$ cat src/rtl/spi_flash_pkg.sv
// Shared definitions for the SPI flash responder.
//   state_e      : responder FSM states
//   src_e        : source of bytes shifted out during the data phase
//   OP_*         : supported opcodes (read, read JEDEC ID, read status)
//   jedec_byte() : selects byte idx (0 = MSB) of the 3-byte ID, 8'h00 after
package spi_flash_pkg;

    typedef enum logic [2:0] {
        S_IDLE,
        S_CMD,
        S_ADDR,
        S_DATA,
        S_IGNORE
    } state_e;

    typedef enum logic [1:0] {
        SRC_MEM,
        SRC_JEDEC,
        SRC_STATUS
    } src_e;

    localparam logic [7:0] OP_READ = 8'h03;
    localparam logic [7:0] OP_RDID = 8'h9F;
    localparam logic [7:0] OP_RDSR = 8'h05;

    function automatic logic [7:0] jedec_byte(input logic [23:0] id, input logic [1:0] idx);
        logic [7:0] b;
        case (idx)
            2'd0:    b = id[23:16];
            2'd1:    b = id[15:8];
            2'd2:    b = id[7:0];
            default: b = 8'h00;
        endcase
        return b;
    endfunction

endpackage

$ cat src/rtl/spi_sync.sv
// Two-flop synchronizer plus edge detector for one asynchronous pin.
//   clk, rst_n : block clock / async active-low reset
//   pin_i      : asynchronous input pin
//   level_o    : synchronized level (resets to RST_VAL)
//   rise_o     : one-cycle pulse on synchronized 0->1
//   fall_o     : one-cycle pulse on synchronized 1->0
module spi_sync #(
    parameter logic RST_VAL = 1'b0
) (
    input  logic clk,
    input  logic rst_n,
    input  logic pin_i,
    output logic level_o,
    output logic rise_o,
    output logic fall_o
);

    logic meta_q;
    logic sync_q;
    logic prev_q;

    always_ff @(posedge clk or negedge rst_n) begin
        if (!rst_n) begin
            meta_q <= RST_VAL;
            sync_q <= RST_VAL;
            prev_q <= RST_VAL;
        end else begin
            meta_q <= pin_i;
            sync_q <= meta_q;
            prev_q <= sync_q;
        end
    end

    assign level_o = sync_q;
    assign rise_o  = sync_q & ~prev_q;
    assign fall_o  = ~sync_q & prev_q;

endmodule

$ cat src/rtl/spi_flash_responder.sv
// SPI (mode 0) serial-flash responder backed by a preloadable byte array.
// Supports READ (0x03 + 24-bit address), RDID (0x9F) and RDSR (0x05).
//   clk, rst_n        : block clock / async active-low reset
//   SCK, CS_n, MOSI   : SPI pins from the controller (asynchronous to clk)
//   MISO              : SPI data out, always driven, 0 outside the data phase
//   ld_en/addr/data   : one-byte-per-cycle preload port into the array
//   busy              : inverse of synchronized CS_n
//   cmd_err           : one-cycle pulse on an unsupported opcode
module spi_flash_responder
    import spi_flash_pkg::*;
#(
    parameter int unsigned MEM_AW   = 8,
    parameter logic [23:0] JEDEC_ID = 24'hEF4018
) (
    input  logic              clk,
    input  logic              rst_n,
    input  logic              SCK,
    input  logic              CS_n,
    input  logic              MOSI,
    output logic              MISO,
    input  logic              ld_en,
    input  logic [MEM_AW-1:0] ld_addr,
    input  logic [7:0]        ld_data,
    output logic              busy,
    output logic              cmd_err
);

    localparam int unsigned DEPTH = 2 ** MEM_AW;

    logic sck_s, sck_rise, sck_fall;
    logic cs_n_s, cs_rise, cs_fall;
    logic mosi_s, mosi_rise, mosi_fall;

    spi_sync #(.RST_VAL(1'b0)) u_sync_sck (
        .clk(clk), .rst_n(rst_n), .pin_i(SCK),
        .level_o(sck_s), .rise_o(sck_rise), .fall_o(sck_fall)
    );
    spi_sync #(.RST_VAL(1'b1)) u_sync_cs (
        .clk(clk), .rst_n(rst_n), .pin_i(CS_n),
        .level_o(cs_n_s), .rise_o(cs_rise), .fall_o(cs_fall)
    );
    spi_sync #(.RST_VAL(1'b0)) u_sync_mosi (
        .clk(clk), .rst_n(rst_n), .pin_i(MOSI),
        .level_o(mosi_s), .rise_o(mosi_rise), .fall_o(mosi_fall)
    );

    // Edge outputs not needed here; abort uses the CS_n level directly.
    logic unused_edges;
    assign unused_edges = ^{sck_s, cs_rise, mosi_rise, mosi_fall};

    // Byte array: written by the preload port only, never reset.
    logic [7:0] mem [DEPTH];

    always_ff @(posedge clk) begin
        if (ld_en) begin
            mem[ld_addr] <= ld_data;
        end
    end

    state_e            state_q, state_d;
    src_e              src_q, src_d;
    logic [2:0]        bit_cnt_q, bit_cnt_d;
    logic [1:0]        byte_cnt_q, byte_cnt_d;
    logic [7:0]        shift_q, shift_d;
    logic [MEM_AW-1:0] addr_q, addr_d;
    logic [7:0]        tx_q, tx_d;
    logic              miso_q, miso_d;
    logic              cmd_err_q, cmd_err_d;

    logic [7:0]        rx_byte;
    logic [MEM_AW-1:0] addr_shift;
    logic [MEM_AW-1:0] addr_inc;

    assign rx_byte    = {shift_q[6:0], mosi_s};
    // Upper address bits simply fall off the top of the MEM_AW-wide register.
    assign addr_shift = {addr_q[MEM_AW-2:0], mosi_s};
    assign addr_inc   = addr_q + MEM_AW'(1);

    always_comb begin
        state_d    = state_q;
        src_d      = src_q;
        bit_cnt_d  = bit_cnt_q;
        byte_cnt_d = byte_cnt_q;
        shift_d    = shift_q;
        addr_d     = addr_q;
        tx_d       = tx_q;
        miso_d     = miso_q;
        cmd_err_d  = 1'b0;

        if (cs_n_s) begin
            // Deselect wins in every state and drops any partial byte.
            state_d    = S_IDLE;
            bit_cnt_d  = '0;
            byte_cnt_d = '0;
            shift_d    = '0;
            miso_d     = 1'b0;
        end else begin
            case (state_q)
                S_IDLE: begin
                    miso_d = 1'b0;
                    if (cs_fall) begin
                        state_d    = S_CMD;
                        bit_cnt_d  = '0;
                        byte_cnt_d = '0;
                        shift_d    = '0;
                        addr_d     = '0;
                    end
                end

                S_CMD: begin
                    miso_d = 1'b0;
                    if (sck_rise) begin
                        shift_d   = rx_byte;
                        bit_cnt_d = bit_cnt_q + 3'd1;
                        if (bit_cnt_q == 3'd7) begin
                            case (rx_byte)
                                OP_READ: begin
                                    state_d    = S_ADDR;
                                    byte_cnt_d = '0;
                                end
                                OP_RDID: begin
                                    state_d    = S_DATA;
                                    src_d      = SRC_JEDEC;
                                    tx_d       = jedec_byte(JEDEC_ID, 2'd0);
                                    byte_cnt_d = 2'd1;
                                end
                                OP_RDSR: begin
                                    state_d = S_DATA;
                                    src_d   = SRC_STATUS;
                                    tx_d    = 8'h00;
                                end
                                default: begin
                                    state_d   = S_IGNORE;
                                    cmd_err_d = 1'b1;
                                end
                            endcase
                        end
                    end
                end

                S_ADDR: begin
                    miso_d = 1'b0;
                    if (sck_rise) begin
                        addr_d    = addr_shift;
                        bit_cnt_d = bit_cnt_q + 3'd1;
                        if (bit_cnt_q == 3'd7) begin
                            byte_cnt_d = byte_cnt_q + 2'd1;
                            if (byte_cnt_q == 2'd2) begin
                                state_d = S_DATA;
                                src_d   = SRC_MEM;
                                tx_d    = mem[addr_shift];
                            end
                        end
                    end
                end

                S_DATA: begin
                    if (sck_fall) begin
                        // ~bit_cnt == 7 - bit_cnt: MSB first.
                        miso_d    = tx_q[~bit_cnt_q];
                        bit_cnt_d = bit_cnt_q + 3'd1;
                        if (bit_cnt_q == 3'd7) begin
                            case (src_q)
                                SRC_MEM: begin
                                    addr_d = addr_inc;
                                    tx_d   = mem[addr_inc];
                                end
                                SRC_JEDEC: begin
                                    tx_d = jedec_byte(JEDEC_ID, byte_cnt_q);
                                    if (byte_cnt_q != 2'd3) begin
                                        byte_cnt_d = byte_cnt_q + 2'd1;
                                    end
                                end
                                default: tx_d = 8'h00;
                            endcase
                        end
                    end
                end

                S_IGNORE: miso_d = 1'b0;

                default: begin
                    state_d = S_IDLE;
                    miso_d  = 1'b0;
                end
            endcase
        end
    end

    always_ff @(posedge clk or negedge rst_n) begin
        if (!rst_n) begin
            state_q    <= S_IDLE;
            src_q      <= SRC_MEM;
            bit_cnt_q  <= '0;
            byte_cnt_q <= '0;
            shift_q    <= '0;
            addr_q     <= '0;
            tx_q       <= '0;
            miso_q     <= 1'b0;
            cmd_err_q  <= 1'b0;
        end else begin
            state_q    <= state_d;
            src_q      <= src_d;
            bit_cnt_q  <= bit_cnt_d;
            byte_cnt_q <= byte_cnt_d;
            shift_q    <= shift_d;
            addr_q     <= addr_d;
            tx_q       <= tx_d;
            miso_q     <= miso_d;
            cmd_err_q  <= cmd_err_d;
        end
    end

    assign MISO    = miso_q;
    assign busy    = ~cs_n_s;
    assign cmd_err = cmd_err_q;

endmodule

$ cat config.mk
export PLATFORM = sky130hd
export DESIGN_NAME = spi_flash_responder
export DESIGN_NICKNAME = d
export VERILOG_FILES = /design/src/rtl/spi_flash_pkg.sv /design/src/rtl/spi_sync.sv /design/src/rtl/spi_flash_responder.sv
export SDC_FILE = /design/constraint.sdc
export NUM_CORES = 2
export LEC_CHECK = 0
export BUFFER_PORTS_ARGS = -buffer_cell sky130_fd_sc_hd__buf_2
export CAP_MARGIN = 20
export CORE_MARGIN = 2
export CORE_UTILIZATION = 55
export DETAILED_ROUTE_END_ITERATION = 7
export PLACE_DENSITY = 0.7
export SLEW_MARGIN = 40
export SYNTH_ARGS = -nofsm -noshare
export SYNTH_HDL_FRONTEND = slang
export SYNTH_SLANG_ARGS = --single-unit
$ cat constraint.sdc
create_clock -name clk -period 4.1 [get_ports clk]
set_input_delay 0.82 -clock clk [delete_from_list [all_inputs] [get_ports clk]]
set_output_delay 0.82 -clock clk [all_outputs]
set_load 0.02 [all_outputs]
==> results.toml <==
[setup_path]
worstSetupStartpointType = "register"
worst-path-buf-inv = 3
path_class = "register to register"
path_cells = "buf_4 > nor2b_2 > buf_4 > a21oi_1 > a31oi_2 > a22oi_1 > nor4b_4 > buf_4 > nor3_1 > nor4_1 > a31oi_1"
worst-path-max-fanout = 22
required_ns = 4.86
critPathCaptureType = "register"
crit_top_cell = "buf_4"
r2r_start = "addr_q[1]"
startpoint = "addr_q[1]"
critical-path-top-delay-family = "simple AND/OR/NAND/NOR gates"
slowest_stage = "nor2b_2"
cpPeakStageDelay_ns = 0.74
arrival_ns = 4.95

[final_layout]
drive_gt1_frac = 0.382
fin_util = 0.629
final_common_cell = "edfxtp_1"
regArea_sq_um = 62600
multi_input_area_sq_um = 33800
fin_nets = 5469
n_fill_cell = 12100
layout_common_cells = "2,048 x edfxtp_1, 1,150 x mux4_2, 535 x buf_4, 326 x nor2_1, 241 x nand2_1"
syn_to_final_growth_pct = 13.9

[logic_synthesis]
synth_top_area_frac = 0.626
synth_cells = 4994
yosys_warnings = 0
ys_ff_latch = 2091
synth_seq_area_share = 0.637
synth_edf_count = 2048
ys_types = 73
synth_area_leaders = "edfxtp_1 63%, mux4_2 26%, nor2_1 1.3%, mux2i_1 1.1%, dfrtp_1 1.0%"
synth_top_cell_by_area = "edfxtp_1"
syn-num-nets = 5024
synth_flop_cell = "edfxtp_1"
synth.avg_cell_area_sq_um = 19.7
async_reset_ff_frac = 0.0206
syn_area_sq_um = 98300

[detailed_routing]
vias = 59200
vias_per_cell = 7.41
wire_per_inst_microns = 39.5
ant_nets = 0
drt_iter0_drc = 10400
wirelength_microns = 315000
remaining_drc_errors = 0
first_pass_iters = 8

[sta]
worstMarginPinSlew_ns = 0.966
period_share = 1.02
fin_ws_ns = -0.0882
min_period_ns = 4.19
slew_headroom = 0.352
hold_viol_final = 0
finalMaxSlewViolations = 0
finClkSkew_ns = 0.0572
clock.fmax_ghz = 0.239
setup_viol = 1
rsz0062_at_grt = "no"
setup_tns_ns = -0.0882

[clock_tree]
clockBufferDepth = 3
clk_pin_slew_ns = 0.07
htreeDepth = 4
cts_buffers = 210
clock-sinks = 2091
root_buffer = "clkbuf_16"
clock_latency_ns = 0.88
cts_tree = "yes"

[global_routing]
grt_max_degree = 148
grt_usage = 0.350
antenna_found_initial = 16
grt-ovfl-total = 0
grt_pass1_wl_microns = 442000
grt_pass1_vias = 57400

[power_and_ir_drop]
netSwitchingPower_mw = 9.43
ir_drop_uv = 387
pwr-share-comb = 0.034
power_leakage_nw = 34.5
p_sw_frac = 0.212
power_density_nw_per_um2 = 397
seqPwrFrac = 0.530
p_int_mw = 35.0
pwr-share-clk = 0.436

[placed_design]
detailed_place_hpwl_microns = 209000
portBuffers = 24
gp_congestion = 1.00

[die]
rows = 155
core_sq_um = 178000
initial_core_util = 0.552
dieArea_sq_um = 182000
fp.dieW_microns = 427
fp.dieH_microns = 427
num_io_pins = 25

[hold_path]
worstHoldStart = "SCK"
hold_class = "input port to register"

[run_status]
status = "finished with violations"
violations = "setup timing"

[flow_run]
cap_viol_max_count = 0
cell usage after synthesis (5+ instances only):
library cell / n
a221oi_1: 20
nor4_1: 15
clkbuf_1: 173
nand2b_1: 15
dfrtp_1: 40
ha_1: 8
a41oi_1: 6
a22o_1: 12
o31ai_1: 11
nor2b_1: 37
nand2_1: 242
nand4_1: 26
buf_1: 30
mux2i_1: 107
a22oi_1: 74
mux4_2: 1150
nor2_1: 330
nor3_1: 31
o211ai_1: 13
edfxtp_1: 2048
inv_1: 8
buf_4: 64
nand3_1: 85
a211oi_1: 21
or3_1: 7
a311oi_1: 7
and3_1: 10
o22ai_1: 27
xnor2_1: 6
mux2_2: 20
a31oi_1: 18
nand3b_1: 5
a32oi_1: 5
or4_1: 8
o221ai_1: 6
buf_6: 23
buf_2: 106
a21oi_1: 58
o21ai_0: 53
flip-flops by register name, indices dropped and copies added, names as in the netlist:
register,count
u_sync_sck.prev_q,1
mem,2048
src_q,2
MISO,1
bit_cnt_q,3
byte_cnt_q,2
u_sync_mosi.meta_q,1
u_sync_cs.prev_q,1
state_q,3
tx_q,8
cmd_err,1
u_sync_mosi.level_o,1
u_sync_cs.level_o,1
shift_q,7
u_sync_sck.meta_q,1
u_sync_cs.meta_q,1
addr_q,8
u_sync_sck.level_o,1
path summary, 6_finish.rpt:
kind | end | slack [ns] | cells past startpoint
worst max-delay path | tx_q[6] | -0.09 | 11
max in group asynchronous | addr_q[2] | 2.76 | 3
worst min-delay path | u_sync_sck.meta_q | 0.06 | 1
worst max register to register | tx_q[6] | -0.09 | 11
worst min register to register | u_sync_mosi.level_o | 0.35 | 0
min in group asynchronous | u_sync_sck.meta_q | 0.54 | 2
power groups by stage:
stage	logic [mW]	clock network [mW]	registers [mW]
after CTS	1.43	19.5	23.6
after global routing	1.55	20.3	23.6
after floorplan	0.688	0	24.0
final	1.49	19.4	23.6
after global placement	1.41	0	24.0
after detailed placement	1.43	0	24.0
kinds of logic (layout without fill, tap and decap cells):
group	count (synthesis)	after routing	share of synthesized area
AOI/OAI and AO/OA	371	371	0.0262
xor gates and xnor gates	10	10	0.000968
adders and majority gates	8	8	0.00102
buffers and inverters	409	1029	0.0214
DFF	2091	2091	0.637
muxes	1277	1277	0.277
other	0	11	0
and+or+nand+nor	828	828	0.0371
per-stage QoR:
step                cell area, sq um  instances  hold WS [ns]  worst slack [ns]  total power, mW
floorplan                      98300       4994         0.331             0.641             24.7
global placement              105000       7571         0.342            -0.587             25.4
detailed placement            105000       7571         0.341            -0.645             25.5
CTS                           112000       7959        0.0149            0.0462             44.5
global route                  112000       7971        0.0375            0.0161             45.4
finish                        112000       7980        0.0645           -0.0882             44.5
layout make-up:
type,instances,share of cell area
antenna,11,0.000246
clock buffer,258,0.0492
clock inverter,129,0.0124
inverter,11,0.000413
multi-input combinational,2494,0.302
sequential,2091,0.559
tap,2355,0.0263
timing repair buffer,631,0.0506
what timing repair did:
| item | CTS | global route |
|---|---|---|
| hold endpoints to repair | 11 | 0 |
| pin swaps | 0 | 1 |
| endpoints found under the setup margin | 1 | 4 |
| gates resized for setup | 3 | 7 |
| hold buffers | 1 | 0 |
| setup buffers | 0 | 4 |
layer usage:
| layer | up-vias | GRT usage | part of all wire |
|---|---|---|---|
| met3 | 901 | 0.115 | 0.15 |
| met1 | 30900 | 0.477 | 0.34 |
| met2 | 4955 | 0.515 | 0.45 |
| met4 | 12 | 0.168 | 0.059 |
| li1 | 22400 | - | - |
| met5 | - | 0 | 0.00028 |
No activity file was read; power rests on OpenSTA's default activity.
